**config.mk**
```make
export PLATFORM = sky130hd
export DESIGN_NAME = tff_count_sched
export DESIGN_NICKNAME = d
export VERILOG_FILES = /design/src/rtl/tff_count_sched_pkg.sv /design/src/rtl/tff_count_sched_bank.sv /design/src/rtl/tff_count_sched.sv
export SDC_FILE = /design/constraint.sdc
export NUM_CORES = 1
export LEC_CHECK = 0
export BUFFER_PORTS_ARGS = -buffer_cell sky130_fd_sc_hd__buf_2
export CORE_MARGIN = 8
export CORE_UTILIZATION = 50
export CTS_CLUSTER_SIZE = 20
export DETAILED_ROUTE_END_ITERATION = 8
export PLACE_DENSITY_LB_ADDON = 0.12
export SYNTH_ARGS = -nofsm -noshare
export SYNTH_HDL_FRONTEND = slang
export SYNTH_HIERARCHICAL = 1
export SYNTH_SLANG_ARGS = --single-unit
```
**constraint.sdc**
```tcl
create_clock -name Clk -period 2.2 [get_ports Clk]
set_input_delay 0.33 -clock Clk [delete_from_list [all_inputs] [get_ports Clk]]
set_output_delay 0.33 -clock Clk [all_outputs]
set_load 0.01 [all_outputs]
```
**src/rtl/tff_count_sched_pkg.sv**
```systemverilog
// Shared state encodings and direction constants for the T-flip-flop count sequencer.
package tff_count_sched_pkg;

   typedef enum logic [2:0] {
      StIdle = 3'd0,
      StLoad = 3'd1,
      StRun  = 3'd2,
      StHold = 3'd3,
      StDone = 3'd4
   } state_e;

   localparam logic DirUp = 1'b0;
   localparam logic DirDn = 1'b1;

endpackage

```
**src/rtl/tff_count_sched_bank.sv**
```systemverilog
// Bank of toggle flip-flops: each bit inverts when its T input is high.
module tff_count_sched_bank #(
   parameter int unsigned WIDTH = 4
) (
   input  logic             Clk,
   input  logic             Rstn,
   input  logic [WIDTH-1:0] T,
   output logic [WIDTH-1:0] Q
);

   // Toggle register; the only path that changes Q.
   always_ff @(posedge Clk or negedge Rstn) begin
      if (!Rstn) begin
         Q <= '0;
      end else begin
         Q <= Q ^ T;
      end
   end

endmodule

```
**src/rtl/tff_count_sched.sv**
```systemverilog
// One-shot up/down counter sequencer driving a toggle flip-flop bank.
module tff_count_sched
   import tff_count_sched_pkg::*;
#(
   parameter int unsigned WIDTH = 4
) (
   input  logic             Clk,
   input  logic             Rstn,
   input  logic             Start,
   input  logic             Stop,
   input  logic             Dir,
   input  logic [WIDTH-1:0] Limit,
   output logic [WIDTH-1:0] Count,
   output logic [WIDTH-1:0] T_vec,
   output logic             Busy,
   output logic             Done
);

   state_e           state_q, state_d;
   logic             dir_r;
   logic [WIDTH-1:0] limit_r;
   logic [WIDTH-1:0] init_val;
   logic [WIDTH-1:0] step_vec;
   logic             term;

   tff_count_sched_bank #(
      .WIDTH (WIDTH)
   ) u_bank (
      .Clk  (Clk),
      .Rstn (Rstn),
      .T    (T_vec),
      .Q    (Count)
   );

   // State register.
   always_ff @(posedge Clk or negedge Rstn) begin
      if (!Rstn) begin
         state_q <= StIdle;
      end else begin
         state_q <= state_d;
      end
   end

   // Capture direction and limit only when a count is accepted from idle.
   always_ff @(posedge Clk or negedge Rstn) begin
      if (!Rstn) begin
         dir_r   <= DirUp;
         limit_r <= '0;
      end else if (state_q == StIdle && Start) begin
         dir_r   <= Dir;
         limit_r <= Limit;
      end
   end

   // Load target and terminal detection.
   always_comb begin
      init_val = (dir_r == DirDn) ? limit_r : '0;
      term     = (dir_r == DirDn) ? (Count == '0) : (Count == limit_r);
   end

   // Ripple toggle vector: a bit toggles when all lower bits are 1 (up) or 0 (down).
   always_comb begin
      logic carry;
      step_vec = '0;
      carry    = 1'b1;
      for (int i = 0; i < WIDTH; i++) begin
         step_vec[i] = carry;
         carry       = carry & ((dir_r == DirDn) ? ~Count[i] : Count[i]);
      end
   end

   // Next-state and toggle vector selection.
   always_comb begin
      state_d = state_q;
      T_vec   = '0;
      unique case (state_q)
         StIdle: begin
            if (Start) state_d = StLoad;
         end
         StLoad: begin
            // Toggle exactly the bits that differ from the start value.
            T_vec   = Count ^ init_val;
            state_d = StRun;
         end
         StRun: begin
            if (Stop) begin
               state_d = StHold;
            end else if (term) begin
               state_d = StDone;
            end else begin
               T_vec = step_vec;
            end
         end
         StHold: begin
            if (Stop) begin
               state_d = StIdle;
            end else if (Start) begin
               state_d = StRun;
            end
         end
         StDone: begin
            state_d = StIdle;
         end
         default: begin
            state_d = StIdle;
         end
      endcase
   end

   // Status flags decoded from the state register.
   always_comb begin
      Busy = (state_q == StLoad) || (state_q == StRun) || (state_q == StHold);
      Done = (state_q == StDone);
   end

endmodule

```
==> results of run 1 <==
[metal layers]
layer | track usage, % | part of all wire [%] | vias to the layer above
li1 | - | - | 293
met1 | 14.9 | 44 | 289
met2 | 18.1 | 49 | 19
met3 | 2.20 | 5.7 | 2
met4 | 4.92 | 1.3 | 0
met5 | 0 | 0 | -
[cell families (layout without fill, tap and decap cells)]
logic type	count (synthesis)	after routing
flops	12	12
buf+inv	4	31
simple gates	22	22
xor+xnor	12	12
compound gates	13	13
mux	5	5
[per-stage QoR]
step | power, mW | instances
finish | 1.47 | 110
floorplan | 1.01 | 68
detailed placement | 1.23 | 102
global placement | 1.22 | 102
global route | 1.58 | 110
CTS | 1.38 | 106
[worst paths after layout]
| check | from | endpoint | slack [ns] | cells past startpoint |
|---|---|---|---|---|
| setup / recovery | state_q[2] | T_vec[2] | 0.06 | 5 |
| hold / removal | Limit[2] | limit_r[2] | 0.29 | 2 |
| setup reg to reg | u_bank/Q[2] | u_bank/Q[1] | 0.41 | 6 |
| hold reg to reg | u_bank/Q[2] | u_bank/Q[2] | 0.52 | 1 |
| max in group asynchronous | Rstn | state_q[0] | 1.49 | 2 |
| min in group asynchronous | Rstn | u_bank/Q[1] | 0.48 | 2 |
[cell type report]
class / count / area share (%)
Sequential cell: 12 / 32.4
Clock buffer: 3 / 2.39
Timing Repair Buffer: 26 / 16.2
Multi-Input combinational cell: 52 / 46.1
Inverter: 2 / 0.798
Tap cell: 15 / 1.99
[power by group through the flow]
stage | combinational, mW | clock, mW | sequential (mW)
CTS | 0.760 | 0.133 | 0.486
global placement | 0.742 | 0 | 0.474
detailed placement | 0.748 | 0 | 0.483
global route | 0.941 | 0.143 | 0.497
floorplan | 0.515 | 0 | 0.490
finish | 0.861 | 0.127 | 0.481
[sequential cells by signal, summed over array words and instances (netlist names)]
register,flops
dir_r,1
state_q,3
u_bank/Q,4
limit_r,4
[cells in the final DEF, fill, tap and decap left out]
| master | Yosys | layout |
|---|---|---|
| a211oi_1 | 1 | 1 |
| a21oi_1 | 4 | 4 |
| a41o_4 | 0 | 1 |
| and2_1 | 2 | 2 |
| buf_2 | 1 | 18 |
| buf_4 | 0 | 7 |
| clkbuf_4 | 0 | 3 |
| dfrtp_1 | 12 | 8 |
| dfrtp_2 | 0 | 4 |
| dlygate4sd3_1 | 0 | 1 |
| inv_1 | 2 | 2 |
| mux2_2 | 5 | 5 |
| nand2_1 | 5 | 5 |
| nand2b_1 | 2 | 2 |
| nor2_1 | 6 | 6 |
| nor3b_1 | 2 | 2 |
| nor4b_4 | 1 | 2 |
| o211ai_1 | 1 | 1 |
| o21ai_0 | 2 | 1 |
| o21ai_1 | 0 | 1 |
| o21ai_4 | 0 | 1 |
| o22ai_1 | 2 | 1 |
| o22ai_2 | 0 | 1 |
| o31a_1 | 1 | 1 |
| or3b_1 | 1 | 1 |
| or3b_4 | 1 | 1 |
| or4b_4 | 1 | 1 |
| xnor2_1 | 4 | 4 |
| xor2_1 | 8 | 8 |
[repair_timing]
item,in CTS,in global routing
setup endpoints to repair,2,4
setup buffers,0,4
pin swaps,1,2
hold endpoints to repair,12,0
hold buffers,1,0
gates resized for setup,3,6
==> results.md, run 1 <==
- Leak Pwr: 0.430 nW
- Sequential cell area: 305 um2
- Adder-cell area share of the yosys netlist: 0%
- Synthesized Nets: 77
- Setup-failing EPs final: 0
- Share of layout cells above drive strength 1: 46.3%
- Async S/R FF share, synth: 100%
- Syn_area_per_cell: 10.7 um2
- Clk slew on worst S/H paths: 0.07 ns
- Worst vdd ir: 908 uV
- Area of the multi-input gates: 434 um2
- Wire per inst: 14.5 um
- Rel. slew slack: 71.6%
- Worst-Margin Slew: 0.424 ns
- Finished Core Util: between 70 and 80%
- Sw Ratio: 42.6%
- Insertion delay to the later sink of the worst-skew pair: 0.26 ns
- Vias in the first global route: 585
- DR vias: 603
- Post-synthesis register bit count: 12
- Antenna cell count: 0
- Largest family of logic cells by synthesized area: simple AND/OR/NAND/NOR gates
- Arrival time worst endpoint: 1.81 ns
- P_sw: 0.626 mW
- Sequential share of power: 32.7%
- Pins Over Slew Limit: 0
- FMAX: 467 MHz
- Hold Fails Final Rpt: 0
- Compound-Gate Fraction of Synth Area: 11.9%
- HPWL after DPL: 1.21 mm
- Port bufs: 18
- Post-route cell area: about 940 um2
- Most frequent cell after synthesis: dfrtp_1
- GRT Residual Overflow: 0
- Post-synthesis sequential area ratio: 41.4%
- Final wirelength: 1.59 mm
- Row count: 13
- Hold WC Path Type: in -> reg
- CTS buffer count: 3
- Share of the synthesized area in the top cell type: 41.4%
- Int Pwr: about 0.84 mW
- Most area-hungry cell type in the Yosys netlist: dfrtp_1
- Maxcap violations: 0
- Mux cell area share after synthesis: under 10%
- Kind of critical path: reg -> out
- Top cells by area, synth: dfrtp_1 (41%), xor2_1 (9.7%), mux2_2 (7.8%), xnor2_1 (4.8%), nor4b_4 (3.3%)
- Mapped Area: between 700 and 800 um2
- Nets@finish: 106
- Fin crit period: about 2.1 ns
- Die ar.: just under 0.003 mm2
- CP max FO: 6
- RSZ-0062 raised after global routing: true
- Mapped Cells: 68
- Final worst slack: 0.0602 ns
- I/O pin count: 19
- Die W: ~54 um
- Core Region: 0.00133 mm2
- Critical Path RT: 1.87 ns
- Delay-heaviest family, CP: compound AO/OA/AOI/OAI gates
- DRT Pass-1 Iters: 4
- Setup Skew: 0.00201 ns
- Simple-gate share of the synthesized area: 21.2%
- Final Wtd Congestion: 0.778
- Unique masters post-synth: 25
- Synth warnings: 6
- Crit path capture type: output port
- CTS Buffer Depth: 2
- Initial Util: 54.4%
- Power share of the combinational group: between 50% and 60%
- Dpl ws: 0.271 ns
- DRC: 0
- Clock network power share: 8.7%
- Die height: 54.1 um
- Most used DFF post-synth: dfrtp_1
- Vias per cell: ~5.5
- First-pass GRT wire length: about 2.5 mm
- Area delta synth->final: 29.7%
- CTS tree: yes
- Slowest library cell on the worst path: dfrtp_2
- Type of origin of the critical path: flop
- Largest net degree at the start of global routing: 13
- CP Cell Sequence: nor4b_4 -> o21ai_4 -> a41o_4 -> o22ai_1 -> buf_2
- TNS Setup: 0 ns
- Iter 0 DRT Violations: 5
- Hold Worst Slack: 0.295 ns
- Placed cell area: 841 um2
- Root Buffer: clkbuf_4
- Synth Area in XOR/XNOR: 14.5%
- H-tree depth: 1
- GRT Total Usage: 11.5%
- Initial antenna violation count: 0
- Status: finished clean
- Fill count: 103
- Cell Pwr Density: between 1500 and 2000 mW/mm2
- Remaining antenna violation count: 0
- Period utilization: 97.3%
- Worst path bufs/invs: 1
- TritonCTS Sinks: 12
- Slowest stage delay, CP: around 0.44 ns
- Post-synth EDFFs: 0
- Post-synth top cells: dfrtp_1 (12), xor2_1 (8), nor2_1 (6), mux2_2 (5), nand2_1 (5)
No activity file was read; power rests on OpenSTA's default activity.
==> run 2, diff against run 1 <==
- clock period: 2.2 -> 2.4 ns (I/O delays scaled with it)
==> run 2 against run 1 <==
Net effect: combinational power down 28%; sequential share of layout area rose by 2.2 points; via count decreased by 8.5%; critical path type unchanged; critical endpoint is now T_vec[3]; setup slack improved by 0.070 ns; largest power group unchanged; critical path depth did not move; highest routed layer unchanged; routed wire length down 8.5%.
==> results.md, run 2 (synthesis results as in run 1) <==
- Status: finished clean
- Arrival time worst endpoint: 1.91 ns (+0.10 ns)
- Port bufs: 18 (unchanged)
- Die W: 54.1 um (unchanged)
- First-pass GRT wire length: 2.46 mm (-1.4%)
- Critical Path RT: 2.04 ns (+0.17 ns)
- Largest registers: limit_r: 4 flops, u_bank/Q: 4 flops, state_q: 3 flops
- Hold path cells: 2 (unchanged)
- DRC: 0 (unchanged)
- Post-CTS setup buffers: 0 (unchanged)
- Vias per cell: 5.26 (-4.1%)
- Commonest cells after routing, fill and taps aside: buf_2 (18), dfrtp_1 (10), xor2_1 (8), nor2_1 (6)
- Maxcap violations: 0 (unchanged)
- Crit path capture type: output port
- Area of the multi-input gates: 402 um2 (-7.5%)
- GRT Residual Overflow: 0 (unchanged)
- Slowest stage delay, CP: 0.48 ns (+0.04 ns)
- Setup Skew: 0.00310 ns (+0.00108 ns)
- Rel. slew slack: 73.0% (+1.4 points)
- Area delta synth->final: 20.5%
- Pins Over Slew Limit: 0 (unchanged)
- Cell Pwr Density: 1440 mW/mm2 (-8.0%)
- CP max FO: 7 (+1)
- Sequential cell area: 303 um2 (-0.82%)
- Die ar.: 0.00293 mm2 (unchanged)
- Reg2reg setup slack: 0.64 ns (+0.23 ns)
- DRT Pass-1 Iters: 4 (unchanged)
- CP Cell Sequence: nor4b_2 -> o21ai_2 -> a41o_2 -> o22ai_1 -> buf_2
- Share of layout cells above drive strength 1: 40.0% (-6.3 points)
- Commonest non-fill, non-tap cell in the layout: buf_2
- Final wirelength: 1.46 mm (-8.5%)
- Worst vdd ir: 797 uV (-12%)
- Iter 0 DRT Violations: 12 (+7)
- Clk slew on worst S/H paths: 0.07 ns (about the same)
- Fin crit period: roughly 2.3 ns
- Worst-Margin Slew: 0.403 ns (-0.0216 ns)
- Period utilization: 94.6%
- Hold Fails Final Rpt: 0 (unchanged)
- CTS Buffer Depth: 2 (unchanged)
- Wire per inst: 13.9 um (-4.2%)
- Final Wtd Congestion: 0.769 (-1.2%)
- Row count: 13 (unchanged)
- Root Buffer: clkbuf_4
- CTS tree: yes
- Post-route cell area: 875 um2 (-7.0%)
- Core Region: 0.00133 mm2 (unchanged)
- Fill count: 106 (+2.9%)
- Vias in the first global route: 531 (-9.2%)
- Slowest library cell on the worst path: dfrtp_1
- GRT Total Usage: 11.6% (+0.091 points)
- HPWL after DPL: 1.13 mm (-7.1%)
- H-tree depth: 1 (unchanged)
- Dpl cells: 100 (-2.0%)
- Kind of critical path: reg -> out
- Nets@finish: 100 (-5.7%)
- Leak Pwr: 0.401 nW (-6.6%)
- Setup-failing EPs final: 0 (unchanged)
- TritonCTS Sinks: 12 (unchanged)
- Final Power: 1.26 mW (-14%)
- FMAX: 441 MHz
- Hold WC Path Type: in -> reg
- Largest net degree at the start of global routing: 13 (unchanged)
- DR vias: 552 (-8.5%)
- RSZ-0062 raised after global routing: false
- Finished Core Util: 65.6% (-5.0 points)
- R2r worst-path depth: 5 (-1)
- I/O pin count: 19 (unchanged)
- Antenna cell count: 0 (unchanged)
- Type of origin of the critical path: flop
- Initial Util: 54.4% (unchanged)
- TNS Setup: 0 ns (unchanged)
- Remaining antenna violation count: 0 (unchanged)
- Post-Layout Cell Count: 105 (-4.5%)
- Insertion delay to the later sink of the worst-skew pair: 0.27 ns (about the same)
- Placed cell area: 826 um2 (-1.8%)
- Initial antenna violation count: 0 (unchanged)
- Die height: 54.1 um (unchanged)
- CTS buffer count: 3 (unchanged)
[run 2: area by class of cell]
cell class,count,share of cell area [%]
repair buffers,20,12.3
inverters,2,0.858
well taps,15,2.15
flip-flops and latches,12,34.6
multi-input cells,52,45.9
clock buffers,4,4.15
[run 2: repair_timing]
action / in CTS / in global routing
hold buffers: 1 / 0
endpoints found under the setup margin: 0 / 3
resized for setup: 0 / 3
hold endpoints to repair: 12 / 0
[run 2: final timing paths]
kind / startpoint / end
setup / recovery: state_q[2] / T_vec[3]
hold / removal: Dir / dir_r
setup reg to reg: u_bank/Q[0] / u_bank/Q[1]
hold reg to reg: limit_r[2] / limit_r[2]
max in group asynchronous: Rstn / u_bank/Q[1]
min in group asynchronous: Rstn / u_bank/Q[2]
[run 2: per-layer routing]
metal | part of all wire, % | track usage (%) | vias up
met2 | 43 | 16.8 | 18
met4 | 0.89 | 3.69 | 0
met3 | 8.6 | 6.34 | 2
met1 | 47 | 14.4 | 251
met5 | 0 | 0 | -
li1 | - | - | 281
[run 2: critical path, delay by kind of cell, from the launching register on]
family | cells | cell delay, ns
compound gates | 3 | 0.62
flops | 1 | 0.48
simple gates | 1 | 0.34
buf+inv | 1 | 0.18
[run 2: where the power goes]
group / switching (mW) / internal (mW)
registers: 0.167 / 0.309
logic: 0.296 / 0.326
clock network: 0.0658 / 0.0923
total: 0.528 / 0.728
[run 2: through the flow]
step | hold slack (ns) | worst slack (ns)
2_1_floorplan | 0.0644 | 0.502
3_3_place_gp | 0.249 | 0.374
3_5_place_dp | 0.249 | 0.368
4_1_cts | 0.312 | 0.0624
5_1_grt | 0.310 | 0.0162
6_report | 0.317 | 0.130
